### src/rtl/idelayctrl_rst_seq.sv
// idelayctrl_rst_seq
//   Reset sequencer and lock monitor for an IDELAYCTRL on the same reference clock.
//   It drives a fixed-width RST pulse and then waits for a filtered RDY. If RDY does not
//   arrive before the timeout, it retries a bounded number of times and then reports FAIL.
//   A loss of RDY while locked restarts the sequence and is counted.
//
//   state      | meaning
//   -----------+-----------------------------------------------------------
//   ST_HOLD    | ctrl_rst high, counting out RST_CYCLES
//   ST_WAIT    | ctrl_rst low, filtering rdy_s, timing out after RDY_TIMEOUT
//   ST_LOCKED  | RDY confirmed; any low rdy_s is a loss event
//   ST_FAIL    | all retries used without lock; parked until start or reset

module idelayctrl_rst_seq #(
    parameter int RST_CYCLES  = 16,
    parameter int RDY_TIMEOUT = 1024,
    parameter int RDY_FILTER  = 4,
    parameter int MAX_RETRY   = 3,
    parameter int CNT_W       = 16
) (
    input  logic       refclk_in,
    input  logic       rst_n,
    input  logic       start,
    input  logic       rdy_in,
    output logic       ctrl_rst,
    output logic       locked,
    output logic       fail,
    output logic [7:0] retry_cnt,
    output logic [7:0] loss_cnt
);

    localparam int                FILT_W    = $clog2(RDY_FILTER) + 1;
    localparam logic [CNT_W-1:0]  RST_LAST  = CNT_W'(RST_CYCLES - 1);
    localparam logic [CNT_W-1:0]  TMO_LAST  = CNT_W'(RDY_TIMEOUT - 1);
    localparam logic [FILT_W-1:0] FILT_LAST = FILT_W'(RDY_FILTER - 1);

    typedef enum logic [1:0] {
        ST_HOLD,
        ST_WAIT,
        ST_LOCKED,
        ST_FAIL
    } state_t;

    state_t              state;
    logic [CNT_W-1:0]    cyc_cnt;
    logic [FILT_W-1:0]   filt_cnt;
    logic                rdy_meta;
    logic                rdy_s;
    logic                loss_evt;

    // A loss is seen in LOCKED whenever the synchronized RDY is low, even when
    // start arrives on the same edge.
    assign loss_evt = (state == ST_LOCKED) && !rdy_s;

    // Two-flop synchronizer: RDY comes from the IDELAYCTRL with no timing relationship.
    always_ff @(posedge refclk_in or negedge rst_n) begin
        if (!rst_n) begin
            rdy_meta <= 1'b0;
            rdy_s    <= 1'b0;
        end else begin
            rdy_meta <= rdy_in;
            rdy_s    <= rdy_meta;
        end
    end

    // Sequencing FSM. Outputs are set on the same edge as the state change so
    // that they are registered and never glitch.
    always_ff @(posedge refclk_in or negedge rst_n) begin
        if (!rst_n) begin
            state     <= ST_HOLD;
            cyc_cnt   <= '0;
            filt_cnt  <= '0;
            ctrl_rst  <= 1'b1;
            locked    <= 1'b0;
            fail      <= 1'b0;
            retry_cnt <= '0;
            loss_cnt  <= '0;
        end else begin
            if (loss_evt && loss_cnt != 8'hFF) begin
                loss_cnt <= loss_cnt + 8'd1;
            end

            if (start) begin
                state     <= ST_HOLD;
                cyc_cnt   <= '0;
                filt_cnt  <= '0;
                retry_cnt <= '0;
                ctrl_rst  <= 1'b1;
                locked    <= 1'b0;
                fail      <= 1'b0;
            end else begin
                case (state)
                    ST_HOLD: begin
                        ctrl_rst <= 1'b1;
                        filt_cnt <= '0;
                        if (cyc_cnt == RST_LAST) begin
                            state    <= ST_WAIT;
                            cyc_cnt  <= '0;
                            ctrl_rst <= 1'b0;
                        end else begin
                            cyc_cnt <= cyc_cnt + CNT_W'(1);
                        end
                    end

                    ST_WAIT: begin
                        cyc_cnt  <= cyc_cnt + CNT_W'(1);
                        filt_cnt <= rdy_s ? filt_cnt + FILT_W'(1) : '0;
                        // Lock is checked first so it wins over a coincident timeout.
                        if (rdy_s && filt_cnt == FILT_LAST) begin
                            state    <= ST_LOCKED;
                            locked   <= 1'b1;
                            cyc_cnt  <= '0;
                            filt_cnt <= '0;
                        end else if (cyc_cnt == TMO_LAST) begin
                            cyc_cnt <= '0;
                            if (int'(retry_cnt) < MAX_RETRY) begin
                                if (retry_cnt != 8'hFF) begin
                                    retry_cnt <= retry_cnt + 8'd1;
                                end
                                state    <= ST_HOLD;
                                ctrl_rst <= 1'b1;
                            end else begin
                                state <= ST_FAIL;
                                fail  <= 1'b1;
                            end
                        end
                    end

                    ST_LOCKED: begin
                        if (!rdy_s) begin
                            state     <= ST_HOLD;
                            locked    <= 1'b0;
                            ctrl_rst  <= 1'b1;
                            retry_cnt <= '0;
                            cyc_cnt   <= '0;
                        end
                    end

                    ST_FAIL: begin
                        fail <= 1'b1;
                    end

                    default: begin
                        state    <= ST_HOLD;
                        cyc_cnt  <= '0;
                        ctrl_rst <= 1'b1;
                    end
                endcase
            end
        end
    end

endmodule

### config.mk
export PLATFORM = sky130hd
export DESIGN_NAME = idelayctrl_rst_seq
export DESIGN_NICKNAME = d
export VERILOG_FILES = /design/src/rtl/idelayctrl_rst_seq.sv
export SDC_FILE = /design/constraint.sdc
export NUM_CORES = 1
export LEC_CHECK = 0
export ABC_AREA = 1
export ABC_CLOCK_PERIOD_IN_PS = 5050
export BUFFER_PORTS_ARGS = -buffer_cell sky130_fd_sc_hd__buf_2
export CORE_MARGIN = 8
export CORE_UTILIZATION = 60
export CTS_BUF_LIST = sky130_fd_sc_hd__clkbuf_8 sky130_fd_sc_hd__clkbuf_16
export CTS_CLUSTER_SIZE = 12
export DETAILED_ROUTE_END_ITERATION = 8
export PLACE_DENSITY = 0.92
export SYNTH_ARGS = -nofsm -noshare
export SYNTH_HDL_FRONTEND = slang
export SYNTH_SLANG_ARGS = --single-unit
### constraint.sdc
create_clock -name refclk_in -period 5.05 [get_ports refclk_in]
set_clock_uncertainty 0.15 [all_clocks]
set_input_delay 0.2525 -clock refclk_in [delete_from_list [all_inputs] [get_ports refclk_in]]
set_output_delay 0.2525 -clock refclk_in [all_outputs]
set_load 0.1 [all_outputs]
Yosys cells after proc, flatten, opt, wreduce, memory -nomap -nowiden --
Index checks and enable logic that the tools add are counted.
Word-level totals: register bits 42, bits of input ports 4
Operators by class: multiplexer cells 40, eq/ne operators 17, $add $sub $neg 4, reductions and logical operators 15, order comparisons 1
Operator list (count):
- 16-bit 2-to-1 mux | 5
- 8-bit 2-to-1 mux | 6
- 16-bit one-hot mux with 3 select lines | 1
- 3-bit != test, second input constant | 8
- 16-bit by 1-bit adder with 16-bit output, second input constant | 1
- 8-bit by 1-bit adder with 8-bit output, second input constant | 2
- 16-bit by 10-bit == test with 1-bit output, second input constant | 1
- 16-bit by 4-bit == test with 1-bit output, second input constant | 1
- 8-bit != test, second input constant | 2
- 8-bit one-hot mux with 2 select lines | 1
- 1-bit 2-to-1 mux | 13
- 2-bit 2-to-1 mux | 6
- 3-bit 2-to-1 mux | 3
- 3-bit nonzero test | 3
- 8-bit by 2-bit less-than comparator with 1-bit output, second input constant | 1
- 4-bit AND reduction | 2
- 2-bit one-hot mux with 3 select lines | 1
- 3-bit one-hot mux with 2 select lines | 1
- 6-bit AND reduction | 1
- 5-bit AND reduction | 1
- 2-bit == test, second input constant | 2
- 4-bit != test, second input constant | 1
- 1-bit one-hot mux with 2 select lines | 2
- 4-bit nonzero test | 1
- other kinds (9) | 11

Logic depth before layout (Yosys ltp) --
Gate-level depths: netlist of run 1.
depth after elaboration 7, gate-level depth with buffers 11, gate-level depth less buffers 11

Least setup slack after synthesis of run 1 --
OpenSTA, ideal clock, no wires.
path type reg2reg, start point register loss_cnt[1], end point register loss_cnt[4], stages on the path, launching flop included 9, slack 2.830 ns, arrival time 1.911 ns, setup time 0.159 ns, cell sequence dfrtp_1 > ha_1 > nand2_1 > inv_1 > nand3_1 > nand2_2 > inv_1 > nand3_1 > xnor2_1
Between the ends: longest elaborated chain between the ends 2, elaborated cells on any way between the ends 3
RTL lines:
- from (decl) | line 29 | output logic [7:0] loss_cnt
- from (signal assigned) | line 80 | loss_cnt <= loss_cnt + 8'd1;
- parallel branches: the longest is 2 deep, another holds 8-bit by 1-bit adder with 8-bit output
Several ways; the timed one is not identified. A chain may end at the register's enable or synchronous reset.

Worst setup path in the final report of run 1 --
start point register state[1], end point register cyc_cnt[2]
Between the ends: longest elaborated chain between the ends 3, elaborated cells on any way between the ends 8
RTL lines:
- from (decl) | line 44 | state_t state;
- from (signal assigned) | line 70 | state <= ST_HOLD;
- from (signal assigned) | line 84 | state <= ST_HOLD;
- from (signal assigned) | line 97 | state <= ST_WAIT;
- 2-bit == test, or another cell as far along | line 92 | case (state)
- 16-bit one-hot mux with 3 select lines, or another cell as far along | line 92
- 16-bit 2-to-1 mux or 2-bit AND reduction (tied branches)
- to (signal assigned) | line 101 | cyc_cnt <= cyc_cnt + CNT_W'(1);
- to (signal assigned) | line 106 | cyc_cnt <= cyc_cnt + CNT_W'(1);
- to (decl) | line 45 | logic [CNT_W-1:0] cyc_cnt;
Several ways; a longest one is shown, not always the timed one.

==> out/results.tsv, run 1 <==
stage	metric	value	unit
route	initial detailed-routing violation count	145	
sta	Fmax achieved	496	MHz
route	Routed WL per cell	12.9	um
setup_path	RR Startpoint	state[1]	
setup_path	crit path from	state[1]	
placed_design	DP HPWL	3740	um
logic_synthesis	main combinational cell family by area after synthesis	simple AND/OR/NAND/NOR gates	
floorplan	row cnt	23	
clock_tree	# resized after CTS	0	
floorplan	IO Count	23	
logic_synthesis	FFs w/ async S/R, synth	100	%
route	vias per inst	5.31	
logic_synthesis	mapped cell area	2470	um2
logic_synthesis	Post-Syn Nets	337	
route	vias	2145	
setup_path	crit-path cells	inv_1, ha_1, inv_1, nand3_1, nand2_4, clkinv_4, nand3_2, nor2_4, nand2_1, nand2_1	
sta	setup_tns	0	ns
logic_synthesis	multiplexer share of the synthesized area	0	%
logic_synthesis	synthesized instance count	324	
setup_path	r2r setup slk	3.03	ns
setup_path	Critical Path Sink Type	flip-flop	
placed_design	Post-Place Worst Slack	3.07	ns
placed_design	DP Area	2630	um2
sta	Slew HR	38.7	%
logic_synthesis	most numerous cell in the Yosys netlist	nand2_1	
clock_tree	Clock Tree Buf Depth	2	
job	maxcap violations	0	
logic_synthesis	top-area cell type share of the netlist area	41.6	%
logic_synthesis	simple-gate share of the synthesized area	34.8	%
logic_synthesis	synth cell count leaders	nand2_1 (99), dfrtp_1 (41), inv_1 (38), nor2_1 (38), nand3_1 (21)	
floorplan	Die Y-Extent	80.1	um
route	DRC viols	0	
min_path	worst hold start	start	
sta	final critical-path share of the clock period	39.9	%
logic_synthesis	distinct cell type count after synthesis	27	
setup_path	CP Class	reg2reg	
logic_synthesis	Seq/Total Area, Yosys	42.6	%
route	post-route ant nets	0	
setup_path	critical path arrival	2.11	ns
logic_synthesis	Post-synth EDFFs	0	
min_path	worst min path class	in2reg	
sta	final count of pins violating max slew	0	
logic_synthesis	XOR/XNOR Fraction of Synth Area	6.03	%
grt	vias in the first global route	2053	
grt	first-pass GRT wire length	8850	um
grt	initial antenna violation count	0	
logic_synthesis	synth top area cells	dfrtp_1 (42%), nand2_1 (15%), inv_1 (5.8%), nor2_1 (5.8%), ha_1 (4.6%)	
final_layout	Final nets	366	
logic_synthesis	Adder-Cell Fraction of Synth Area	4.56	%
power	PwrDens	371	nW/um2
clock_tree	postcts setup bufs	0	
clock_tree	CTS root buffer	clkbuf_8	
floorplan	starting density of the core	62.2	%
power	Worst VDD drop	0.000255	V
floorplan	die area	6420	um2
setup_path	slowest cell delay on critical path	0.42	ns
setup_path	Worst Path Required	5.15	ns
placed_design	IO buf count	22	
setup_path	Setup crit start kind	flip-flop	
sta	worst setup margin	3.03	ns
clock_tree	H-tree levels	2	
clock_tree	CTS tree	done	
outcome	status	finished, final reports clean	
sta	Worst-Margin Slew	0.919	ns
logic_synthesis	Yosys Warn Count	0	
route	router iterations before antenna repair	4	
floorplan	CORE AREA	3970	um2
sta	RSZ-0062 raised after global routing	false	
grt	pin count of the biggest net entering global routing	43	
logic_synthesis	flops & latches, synth	42	
logic_synthesis	Synth Flop Type	dfrtp_1	
grt	Remaining Overflow, GRT	0	
logic_synthesis	Avg Inst Size Synth	7.62	um2
final_layout	final instance area	2740	um2
final_layout	share of layout cells above drive strength 1	16.1	%
clock_tree	TritonCTS buffer count	5	
final_layout	Layout fillers	317	
final_layout	area of the multi-input gates	1230	um2
setup_path	worst-path fanout max	16	
placed_design	GP Congestion	0.931	
logic_synthesis	area fraction in compound gates after synthesis	4.41	%
grt	GRT Resource Usage Total	17.3	%
final_layout	Diodes inserted	0	
final_layout	Util after Layout	69.0	%
sta	WHS	0.0717	ns
sta	fin crit period	2.02	ns
setup_path	CP max-delay cell	dfrtp_1	
final_layout	Synth-to-Final Area Change	10.9	%
clock_tree	clk slew on worst S/H paths	0.09	ns
route	Total Wirelength	5210	um
sta	Final Hold Fails	0	
final_layout	register area	1050	um2
clock_tree	clock sinks	42	
clock_tree	Clock Latency Late Sink	0.30	ns
floorplan	Die Wd	80.1	um
logic_synthesis	post-synth top area cell	dfrtp_1	
power	Leak	0.00146	uW
sta	final setup fails	0	
cells in the final DEF, fill, tap and decap left out, types with 4 or more instances in the layout:
cell      Yosys  routed
nand2_2       6       6
xor2_1       11      11
xnor2_1       6       6
buf_2         1      22
o21ai_0       6       6
inv_1        38      38
clkbuf_8      0       5
nand2_1      99      99
nand3_1      21      21
inv_2         4       4
dfrtp_1      41      41
nor2_2        5       5
nand4_1       9       9
ha_1          9       9
nor3_1        5       5
nor2_1       38      38
nand3_2       4       4
a21oi_1       9       9
cell families after synthesis:
family | count (synthesis)
simple gates | 192
buf+inv | 46
flops | 42
compound gates | 18
xor+xnor | 17
fa+ha+maj | 9
sequential cells by signal (all words and copies together) (netlist names):
name / cells
ctrl_rst: 1
cyc_cnt: 16
fail: 1
filt_cnt: 3
locked: 1
loss_cnt: 8
rdy_meta: 1
rdy_s: 1
retry_cnt: 8
state: 2
timing repair:
action	in CTS	in global routing
hold buffers	2	0
endpoints found under the hold margin	42	0
endpoints found under the setup margin	0	0
metal layers:
| layer | share of wire, % | GRT usage, % | routed length, um |
|---|---|---|---|
| met1 | 45 | 20.4 | 2370 |
| met2 | 49 | 28.8 | 2570 |
| met3 | 3.9 | 5.36 | 205 |
| met4 | 1.3 | 6.18 | 68 |
| met5 | 0 | 0 | 0 |
power by group:
part	switching (uW)	internal, uW	leakage, uW
clock network	122	99.7	0.0000447
logic	303	83.7	0.000842
registers	34.5	372	0.000568
total	460	556	0.00146
final cells by class:
type	instances	area share (%)
inverter	44	6.26
clock buffer	5	2.51
sequential	42	38.4
multi-input combinational	236	44.9
clock inverter	3	0.914
tap	50	2.28
timing repair buffer	24	4.75
critical path: cells and delay by family (launching register included):
| kind | cells | cell delay, ns |
|---|---|---|
| flops | 1 | 0.42 |
| buf+inv | 3 | 0.38 |
| fa+ha+maj | 1 | 0.22 |
| simple gates | 6 | 0.79 |
stage by stage:
stage	instances	power, uW
after floorplan	324	715
after global placement	394	777
after detailed placement	394	791
after CTS	404	1020
after global routing	404	1070
final	404	1020
final timing paths:
check | depth (start not counted) | to
max | 10 | cyc_cnt[2]
max in group asynchronous | 2 | retry_cnt[7]
min | 2 | fail
max reg2reg | 10 | cyc_cnt[2]
min reg2reg | 0 | rdy_s
min in group asynchronous | 2 | loss_cnt[3]
Power figures use the tool's default switching activity.
==> run 2, diff against run 1 <==
ABC_CLOCK_PERIOD_IN_PS = 1900   (was 5050)
CORE_UTILIZATION = 59   (was 60)
PLACE_DENSITY = 0.91   (was 0.92)
clock period = 1.9 ns   (was 5.05 ns; I/O delays follow)
==> run 2 against run 1 <==
- sequential power increased to 2.7 times the previous value
- register-to-register slack worse by 3.0 ns
- total power grew to 2.8 times the previous value
- combinational power rose to 2.9 times the previous value
- first-iteration DRC count rose by 76%
- largest power group is now combinational cells
- final area grew 5.5%
- die area grew 1.4%
- final cell count grew 2.5%
- critical path depth increased by 1
- global-route usage barely moved
- fmax increased by 7.8%
- setup slack lost 3.0 ns
==> out/results.tsv, run 2 (same netlist as run 1, synthesis figures left out) <==
stage	metric	value	unit
power	Switching Fraction	43.8	%
power	combinational group share of total power	40.3	%
final_layout	register area	1070	um2
placed_design	DP HPWL	3990	um
sta	Final Hold Fails	0	
floorplan	row cnt	23	
route	Max Used Layer	met4	
final_layout	final instance area	2890	um2
sta	final setup fails	0	
power	clock share of power	20.9	%
grt	Remaining Overflow, GRT	0	
setup_path	worst-path fanout max	4	
floorplan	starting density of the core	61.3	%
sta	Fmax achieved	535	MHz
final_layout	top flop regs	cyc_cnt (16), loss_cnt (8), retry_cnt (8)	
route	wl on met1	2470	um
final_layout	most common cell after layout, fill and taps aside	nand2_1	
job	maxcap violations	0	
power	Leak	0.00149	uW
clock_tree	clock sinks	42	
clock_tree	H-tree levels	2	
placed_design	GP Congestion	0.891	
power	cell-internal power	1570	uW
floorplan	Die Wd	80.7	um
power	Worst VDD drop	0.000794	V
clock_tree	Clock Tree Buf Depth	2	
outcome	status	finished, final reports clean	
route	Total Wirelength	5530	um
clock_tree	TritonCTS buffer count	5	
setup_path	critical path arrival	1.95	ns
sta	WHS	0.171	ns
setup_path	Setup crit start kind	flip-flop	
sta	fin crit period	1.87	ns
route	post-route ant nets	0	
final_layout	most frequent cells in the layout	nand2_1 (97), inv_1 (38), nor2_1 (36)	
route	DRC viols	0	
sta	final critical-path share of the clock period	98.4	%
route	vias	2187	
power	Tot Pwr	2790	uW
route	initial detailed-routing violation count	255	
route	vias per inst	5.28	
grt	pin count of the biggest net entering global routing	23	
power	sequential power share	38.8	%
final_layout	share of layout cells above drive strength 1	24.7	%
final_layout	Layout fillers	295	
placed_design	IO buf count	22	
route	Routed WL per cell	13.3	um
final_layout	max reg flops	16	
final_layout	Top reg by flops	cyc_cnt	
clock_tree	Clock Latency Late Sink	0.29	ns
power	PwrDens	967	nW/um2
setup_path	Critical Path Sink Type	flip-flop	
floorplan	IO Count	23	
floorplan	CORE AREA	4030	um2
route	router iterations before antenna repair	4	
route	routed wl met3	281	um
power	Psw	1220	uW
setup_path	Worst Path Required	1.98	ns
floorplan	Die Y-Extent	80.7	um
setup_path	CP Class	reg2reg	
final_layout	Diodes inserted	0	
grt	vias in the first global route	2011	
final_layout	area of the multi-input gates	1260	um2
route	WL met2	2650	um
min_path	worst min path class	in2async	
final_layout	Final nets	376	
final_layout	Synth-to-Final Area Change	17.0	%
sta	Slew HR	66.3	%
sta	final count of pins violating max slew	0	
grt	initial antenna violation count	0	
grt	first-pass GRT wire length	8980	um
clock_tree	clk slew on worst S/H paths	0.08	ns
grt	GRT Resource Usage Total	17.3	%
clock_tree	CTS root buffer	clkbuf_8	
clock_tree	CTS tree	done	
setup_path	r2r setup slk	0.03	ns
placed_design	DP Area	2700	um2
floorplan	die area	6510	um2
sta	Worst-Margin Slew	0.505	ns
[run 2: cell types whose count changed in the layout (fill, tap and decap cells not counted), moves of 2 or more]
cell	before	now
ha_1	9	5
nand2_2	6	8
nand2_1	99	97
buf_4	0	6
nor2_2	5	7
buf_12	0	2
ha_2	0	4
dfrtp_2	0	14
nor2_1	38	36
dfrtp_1	41	26
[run 2: area by class of cell]
type                            instances  area share (%)
Sequential cell                        42            37.2
Timing Repair Buffer                   33            7.80
Tap cell                               50            2.17
Inverter                               44            5.93
Multi-Input combinational cell        237            43.8
Clock inverter                          2           0.303
Clock buffer                            6            2.86
[run 2: power by group through the flow]
stage          sequential (uW)  combinational [uW]  clock [uW]
2_1_floorplan             1430                 479           0
3_3_place_gp              1090                1010           0
3_5_place_dp              1100                1040           0
4_1_cts                   1080                1050         591
5_1_grt                   1100                1220         633
6_report                  1080                1120         585
[run 2: path summary, 6_finish.rpt]
| kind | startpoint | endpoint | cells past startpoint |
|---|---|---|---|
| worst max-delay path | filt_cnt[0] | cyc_cnt[13] | 11 |
| worst min-delay path | rst_n | rdy_meta | 2 |
| worst max register to register | filt_cnt[0] | cyc_cnt[13] | 11 |
| worst min register to register | rdy_meta | rdy_s | 0 |
| max in group asynchronous | rst_n | ctrl_rst | 3 |
| min in group refclk_in | rdy_meta | rdy_s | 0 |
[run 2: critical path: stages, from the launching register on]
cell,delay (ns)
dfrtp_1,0.39
ha_1,0.21
ha_2,0.18
nand2_2,0.07
inv_1,0.06
nor2_2,0.14
nand2_1,0.11
nand2_2,0.11
inv_2,0.07
nor2_2,0.18
nand2_1,0.08
nand2_1,0.06
[run 2: per-stage QoR]
step	util, %	instances	TNS [ns]	worst slack [ns]
after CTS	70.1	409	0	0.0151
after global routing	71.7	414	-0.386	-0.0629
final	71.7	414	0	0.0305
after detailed placement	67.0	398	0	0.0493
after global placement	67.0	398	0	0.0888
after floorplan	-	324	0	0.00840
[run 2: metal layers]
| metal | vias up | GRT usage, % |
|---|---|---|
| li1 | 1088 | - |
| met1 | 1023 | 22.0 |
| met2 | 61 | 27.9 |
| met3 | 15 | 4.35 |
| met4 | 0 | 5.71 |
| met5 | - | 0 |
[run 2: repair_timing]
action / 4_1_cts / 5_1_grt
pin swaps: 1 / 6
hold buffers: 3 / 0
setup buffers: 0 / 4
cloned: 0 / 1
gates resized for setup: 0 / 12
endpoints found under the setup margin: 3 / 22
endpoints found under the hold margin: 24 / 0
